**config.mk**
```make
export PLATFORM = sky130hd
export DESIGN_NAME = uart_rx_fifo
export DESIGN_NICKNAME = d
export VERILOG_FILES = /design/src/rtl/uart_rx_fifo.sv
export SDC_FILE = /design/constraint.sdc
export NUM_CORES = 1
export LEC_CHECK = 0
export CORE_ASPECT_RATIO = 1.1
export CORE_MARGIN = 2
export CORE_UTILIZATION = 53
export DETAILED_ROUTE_END_ITERATION = 8
export MAX_ROUTING_LAYER = met4
export PLACE_DENSITY = 0.89
export SLEW_MARGIN = 15
export SYNTH_ARGS = -nofsm -noshare
export SYNTH_HDL_FRONTEND = slang
export SYNTH_SLANG_ARGS = --single-unit
export TNS_END_PERCENT = 10
```
**constraint.sdc**
```tcl
create_clock -name clk -period 2.13 [get_ports clk]
set_input_delay 0.426 -clock clk [delete_from_list [all_inputs] [get_ports clk]]
set_output_delay 0.426 -clock clk [all_outputs]
set_load 0.01 [all_outputs]
```
**src/rtl/uart_rx_fifo.sv**
```systemverilog
// rtl/uart_rx_fifo.sv - UART receive FWFT FIFO with RTS throttling and receive irq
// Optional idle-timeout irq is built when UART_RX_FIFO_TIMEOUT_IRQ_EN is defined.
module uart_rx_fifo #(
  parameter int DEPTH_LOG2  = 2,
  parameter int RTS_LEVEL   = 3,
  parameter int IRQ_TIMEOUT = 1024
) (
  input  logic                  clk,
  input  logic                  rstn,
  input  logic                  in_valid,
  input  logic [7:0]            in_data,
  output logic                  in_read,
  input  logic                  rd_en,
  input  logic                  flush,
  output logic                  out_valid,
  output logic [7:0]            out_data,
  output logic [DEPTH_LOG2:0]   level,
  output logic                  uart_rts,
  output logic                  irq
);

  localparam int                DEPTH     = 1 << DEPTH_LOG2;
  localparam logic [DEPTH_LOG2:0] DEPTH_LVL = DEPTH[DEPTH_LOG2:0];
  localparam logic [DEPTH_LOG2:0] RTS_LVL   = RTS_LEVEL[DEPTH_LOG2:0];
  localparam logic [DEPTH_LOG2:0] LVL_ONE   = (DEPTH_LOG2+1)'(1);
  localparam logic [DEPTH_LOG2-1:0] PTR_ONE = DEPTH_LOG2'(1);

  logic [7:0]            mem [DEPTH];
  logic [DEPTH_LOG2-1:0] wr_ptr;
  logic [DEPTH_LOG2-1:0] rd_ptr;
  logic [DEPTH_LOG2:0]   level_q;
  logic [DEPTH_LOG2:0]   level_next;
  logic                  in_read_q;
  logic                  pop;

  // The receiver drops in_valid one cycle after a read, so a back-to-back read would double-capture.
  assign in_read   = rstn && in_valid && (level_q < DEPTH_LVL) && !in_read_q && !flush;
  assign pop       = rd_en && out_valid && !flush;
  assign out_valid = (level_q != '0);
  assign out_data  = out_valid ? mem[rd_ptr] : 8'h00;
  assign level     = level_q;

  always_comb begin
    level_next = level_q;
    if (flush)
      level_next = '0;
    else if (in_read && !pop)
      level_next = level_q + LVL_ONE;
    else if (!in_read && pop)
      level_next = level_q - LVL_ONE;
  end

  always_ff @(posedge clk or negedge rstn) begin
    if (!rstn) begin
      wr_ptr    <= '0;
      rd_ptr    <= '0;
      level_q   <= '0;
      in_read_q <= 1'b0;
      uart_rts  <= 1'b1;
    end else begin
      in_read_q <= in_read;
      level_q   <= level_next;
      uart_rts  <= (level_next >= RTS_LVL);
      if (flush) begin
        wr_ptr <= '0;
        rd_ptr <= '0;
      end else begin
        if (in_read) wr_ptr <= wr_ptr + PTR_ONE;
        if (pop)     rd_ptr <= rd_ptr + PTR_ONE;
      end
    end
  end

  always_ff @(posedge clk) begin
    if (in_read) mem[wr_ptr] <= in_data;
  end

`ifdef UART_RX_FIFO_TIMEOUT_IRQ_EN
  localparam int             CNT_W   = $clog2(IRQ_TIMEOUT + 1);
  localparam logic [CNT_W-1:0] CNT_MAX = CNT_W'(IRQ_TIMEOUT);
  localparam logic [CNT_W-1:0] CNT_ONE = CNT_W'(1);

  logic [CNT_W-1:0] idle_cnt;

  // Counter only runs while bytes sit untouched; any traffic or emptiness restarts it.
  always_ff @(posedge clk or negedge rstn) begin
    if (!rstn) begin
      idle_cnt <= '0;
      irq      <= 1'b0;
    end else begin
      if (in_read || pop || flush || !out_valid)
        idle_cnt <= '0;
      else if (idle_cnt != CNT_MAX)
        idle_cnt <= idle_cnt + CNT_ONE;
      irq <= (level_q >= RTS_LVL) || (out_valid && (idle_cnt == CNT_MAX));
    end
  end
`else
  always_ff @(posedge clk or negedge rstn) begin
    if (!rstn)
      irq <= 1'b0;
    else
      irq <= (level_next != '0);
  end
`endif

endmodule

```
[Yosys cells after proc, flatten, opt, wreduce, memory -nomap -nowiden]
Memory sizes are Yosys's and may differ from the RTL's.
Cells that the tools add are included.
Word-level totals
  memories kept: 1
  logic and storage cells: 39
  RAM bits: 32
  bits in registers: 10
Memory list
  mem: words 4, width 8, rd ports 1, clocked after Yosys merged registers in 0, wr ports 1, RTL line 28  | logic [7:0] mem [DEPTH];
Operators by class
  order comparisons: 2
  reduce and logical (&&, ||, !) cells: 16
  add/sub/neg operators: 4
  mux-type cells: 10
Operators with widths (count)
  two-way mux 3 bit: 3
  logical AND 1 bit: 8
  two-way mux 2 bit: 4
  two-way mux 8 bit: 1
  nonzero test 3 bit: 2
  adder 2 x 1 -> 2 bit (second input constant): 2
  logical NOT 1 bit: 4
  nonzero test 2 bit: 2
  adder 3 x 1 -> 3 bit (second input constant): 1
  greater-or-equal comparator 3 x 2 -> 1 bit (second input constant): 1
  less-than comparator 3 bit (second input constant): 1
  subtractor 3 x 1 -> 3 bit (second input constant): 1
  two-way mux 1 bit: 2

[Logic depth before layout (Yosys ltp)]
  word-level depth: 10
  depth in mapped cells: 9
  gate-level depth less buffers: 7

[Worst setup path after synthesis]
OpenSTA, ideal clock, no wires.
  kind: reg2reg
  start point: reg level_q[0] (netlist: level[0])
  end point: reg irq
  setup slack: 0.222 ns
  clock period less this slack: 1.908 ns
  data required time: 1.992 ns
  arrival time: 1.770 ns
  cell stages (with the launch flop): 10
  cells stage by stage: dfrtp_1 inv_1 ha_1 nand2b_4 buf_6 and2_4 buf_6 a31oi_1 mux2i_1 o211ai_1
On the way
  elaborated cells between the ends (all ways): 17
RTL lines
  start: declaration: RTL line 31  | logic [DEPTH_LOG2:0] level_q;
  start signal: assignment: RTL line 62  | level_q <= level_next;
  nonzero test 3 bit *: RTL line 39  | assign out_valid = (level_q != '0);
  via out_valid: RTL line 15  | output logic out_valid,
  logical AND 1 bit * (2 in a row): RTL line 38  | assign pop = rd_en && out_valid && !flush;
  logical AND 1 bit / logical NOT 1 bit (equally long branches): RTL line 49, 47
  two-way mux 3 bit / logical AND 1 bit (equally long branches): RTL line 49, 47
  two-way mux 3 bit *: RTL line 47  | else if (in_read && !pop)
  two-way mux 3 bit *: RTL line 45  | if (flush)
  nonzero test 3 bit *: RTL line 103  | irq <= (level_next != '0);
  end signal: assignment: RTL line 103
  end: declaration: RTL line 19  | output logic irq
Mark *: on every way through the listed nets, which the timed path passes. The rest lies on a longest branch.
A chain may end at the register's enable or synchronous reset.

[Worst setup path in the final report]
  start point: reg rd_ptr[0]
  end point: out out_data[1]
On the way
  cells in the longest elaborated chain, start to end: 2
Ends and longest elaborated chain
  start: declaration: RTL line 30  | logic [DEPTH_LOG2-1:0] rd_ptr;
  start signal: assignment: RTL line 69  | if (pop) rd_ptr <= rd_ptr + PTR_ONE;
  memory (4 x 8 bit)
  two-way mux 8 bit: RTL line 40  | assign out_data = out_valid ? mem[rd_ptr] : 8'h00;
  end: declaration: RTL line 16  | output logic [7:0] out_data,
No other way between the ends.

==> results.md <==
* Status: complete, no violations
* Met3 usage in global routing at 6.262%
* Critical path origin: rd_ptr[0]$_DFFE_PN0P_
* RSZ-0062 raised after global routing: true
* Worst Path Required at 1700 ps
* H-tree lvl count at 2
* Clock Sinks at 42
* CTS Buf Count at 5
* Setup TNS at 0 ps
* Die W at 60.66 um
* Area Growth Syn to Fin at 27.74%
* Met2 Track Usage GR at 37.77%
* RR Endpoint: irq$_DFF_PN0_
* Root Driver: clkbuf_4
* Most crowded layer after global routing: met2
* Pins Over Slew Limit at 0
* Syn Std Cell Area at approximately 1900 um^2
* Reg clk slew, reported paths at 120 ps
* Largest net degree at the start of global routing at 14
* Met1 Use GR at 22.56%
* WL final at 3629 um
* Share of layout cells above drive strength 1 at 31.74%
* Syn Area/Cell at 15.60 um^2
* Clock skew at around 13 ps
* Number of global-route vias before repair at roughly 1300
* Total grt overflow at 0
* First-pass GRT wire length at 5927 um
* CTS Buffer Depth at 2
* Clock latency on the worst-skew pair at 340 ps
* Worst IR Drop VDD at 0.6831 mV
* Routed len/inst at approximately 17 um
* Period utilization at a little over nine tenths
* Synth Register Bits at 42
* Post-Syn Instances at 120
* P per Cell Area at 1098 nW/um^2
* Via count at about 1200
* Worst Max-Slew Pin Slew at 420.4 ps
* Worst Hold Slack at ~490 ps
* Initial detailed-routing violation count at 38
* Initial antenna violation count at 0
* Hold Buf Count CTS at 0
* DR pass1 iterations at 4
* Final Setup Violations at 0
* Routed Antenna Nets at 0
* Die ar. at 4024 um^2
* R2r startpoint: level[0]$_DFF_PN0_
* Hpwl dp at between 2000 and 3000 um
* Initial core utilization at 55.74%
* Crit end category: primary output
* Yosys warns at 0
* Worst slew margin at roughly 72%
* Fill cell count at 220
* Routability cong. at 0.8365
* Tmin final at approximately 2100 ps
* Num rows at 22
* Total global-route track usage at 21.75%
* Sequential area share after synthesis at 64.77%
* DIE HEIGHT at ~66 um
* CP endpoint: out_data[1]
* LEAKAGE at 0.9422 nW
* Io pins at 28
* Vias/cell at 5.456
* Crit path launch type: register
* CP max FO at 8
* Final hold violations at 0
* # DRC at 0
* Number of port buffers at 27
* Diode count at 0
* Worst Reg-to-Reg Cells at 7
* CP arrival at 1680 ps
* Fin nets at 186
* CP Class: reg2out
* CTS tree: done
* HP Class: in2async
* Slack of the worst reg-to-reg path at 100 ps
* Core area at 3358 um^2
* Max_cap viols at 0
* Post-synth cell types at 32
* FMAX at 0.4748 GHz
* Fin util at 71.20%
* Post-Synthesis Net Count at 140
==> cell usage after synthesis <==
| master | instances | share of area, % |
|---|---|---|
| inv_1 | 7 | 1.4 |
| nand2b_1 | 1 | 0.33 |
| maj3_2 | 1 | 0.60 |
| clkbuf_1 | 2 | 0.40 |
| o311ai_0 | 1 | 0.47 |
| xnor2_1 | 3 | 1.4 |
| xor2_1 | 1 | 0.47 |
| dfrtp_1 | 9 | 12 |
| o211ai_1 | 2 | 0.80 |
| edfxtp_1 | 32 | 51 |
| nand4bb_1 | 1 | 0.60 |
| nand2b_4 | 1 | 0.74 |
| a21oi_1 | 2 | 0.53 |
| mux2i_1 | 1 | 0.53 |
| and2_1 | 8 | 2.7 |
| nor2b_1 | 1 | 0.33 |
| o31ai_1 | 1 | 0.40 |
| and3_1 | 5 | 1.7 |
| o211ai_2 | 1 | 0.67 |
| buf_2 | 2 | 0.53 |
| o21ai_0 | 2 | 0.53 |
| and2_4 | 1 | 0.47 |
| mux4_2 | 8 | 9.6 |
| nor2_1 | 6 | 1.2 |
| and4bb_2 | 1 | 0.67 |
| nand2_1 | 6 | 1.2 |
| ha_1 | 7 | 4.7 |
| buf_6 | 2 | 1.2 |
| a31oi_1 | 1 | 0.33 |
| dfstp_2 | 1 | 1.4 |
| buf_1 | 1 | 0.20 |
| nand3_1 | 2 | 0.53 |
==> critical path, stage by stage, from the launching register on <==
cell	delay [ps]
dfrtp_1	420
buf_12	160
mux4_2	490
and2_1	140
buf_2	130
==> placed cells by master (no fill, tap or decap) <==
master           synthesis  final
and2_4                   1      6
clkbuf_1                 2      1
o31ai_1                  1      1
buf_6                    2      5
o211ai_1                 2      2
and4bb_2                 1      1
inv_1                    7      7
clkbuf_4                 0      5
edfxtp_1                32     32
and3_1                   5      5
clkinv_2                 0      2
nand2b_4                 1      1
xnor2_1                  3      3
mux2i_1                  1      1
nand4bb_1                1      1
clkdlybuf4s50_1          0     17
a21oi_1                  2      2
o211ai_2                 1      1
mux4_2                   8      8
buf_2                    2      3
a31oi_1                  1      1
buf_4                    0     16
nand3_1                  2      2
buf_12                   0      3
dfstp_2                  1      1
maj3_2                   1      1
nand2_1                  6      6
ha_1                     7      7
dlygate4sd2_1            0      2
o21ai_0                  2      2
nor2_1                   6      6
dfrtp_1                  9      9
and2_1                   8      3
nor2b_1                  1      1
xor2_1                   1      1
o311ai_0                 1      1
nand2b_1                 1      1
==> metal layers <==
layer / up-vias / wire length (um)
met2: 39 / 2057
met4: 0 / 54
li1: 534 / -
met1: 594 / 1351
met3: 6 / 166
met5: - / 0
==> how the worst min path moves through the flow <==
stage	end	slack, ps	startpoint	depth (start not counted)
6_report	in_read_q$_DFF_PN0_	490	rstn	3
5_1_grt	in_read_q$_DFF_PN0_	480	rstn	3
4_1_cts	rd_ptr[0]$_DFFE_PN0P_	470	rstn	3
3_5_place_dp	wr_ptr[1]$_DFFE_PN0P_	580	wr_ptr[1]$_DFFE_PN0P_	2
3_3_place_gp	in_read_q$_DFF_PN0_	550	in_read_q$_DFF_PN0_	2
2_1_floorplan	in_read_q$_DFF_PN0_	130	rstn	0
==> cells by family (layout without fill, tap and decap cells) <==
group                    after synthesis  count (layout)  share of synthesized area, %
AND/OR/NAND/NOR                       33              33                         10.43
XOR/XNOR                               4               4                         1.872
flip-flops                            42              42                         64.77
buffers and inverters                 14              61                         3.743
multiplexers                           9               9                         10.16
AO/OA/AOI/OAI                         10              10                         3.743
adder cells (fa/ha/maj)                8               8                         5.280
==> timing repair <==
action                                  CTS  global route
buffers inserted                          1             0
pin swaps                                 8             0
gates cloned                              0             0
endpoints found under the setup margin   10             8
gates resized for setup                  34            10
==> final cells by class <==
cell class                      instances  area, um^2  share of cell area, %
Sequential cell                        42        1212                  50.71
Multi-Input combinational cell         64       601.8                  25.17
Timing Repair Buffer                   46       439.2                  18.37
Tap cell                               48       60.06                  2.512
Clock buffer                            6       41.29                  1.727
Inverter                                7       26.28                  1.099
Clock inverter                          2       10.01                 0.4186
==> stage by stage <==
stage	std cells	power, mW	setup WS, ps	instance area, um^2
floorplan	120	1.732	222.0	1872
global placement	206	2.187	-29.14	2331
detailed placement	206	2.245	-137.8	2331
CTS	215	2.524	-6.066	2347
global route	215	2.779	-57.76	2391
finish	215	2.625	23.79	2391
==> power by group <==
group          internal (mW)  total (mW)  switching [mW]
logic                  0.698        1.25           0.550
registers              0.959        1.01          0.0511
clock network          0.126       0.367           0.241
total                   1.78        2.63           0.842
==> sequential cells by signal, summed over array words and instances (netlist names) <==
signal	flops
in_read_q	1
irq	1
level	3
mem	32
rd_ptr	2
uart_rts	1
wr_ptr	2
No activity file was read; power rests on OpenSTA's default activity.
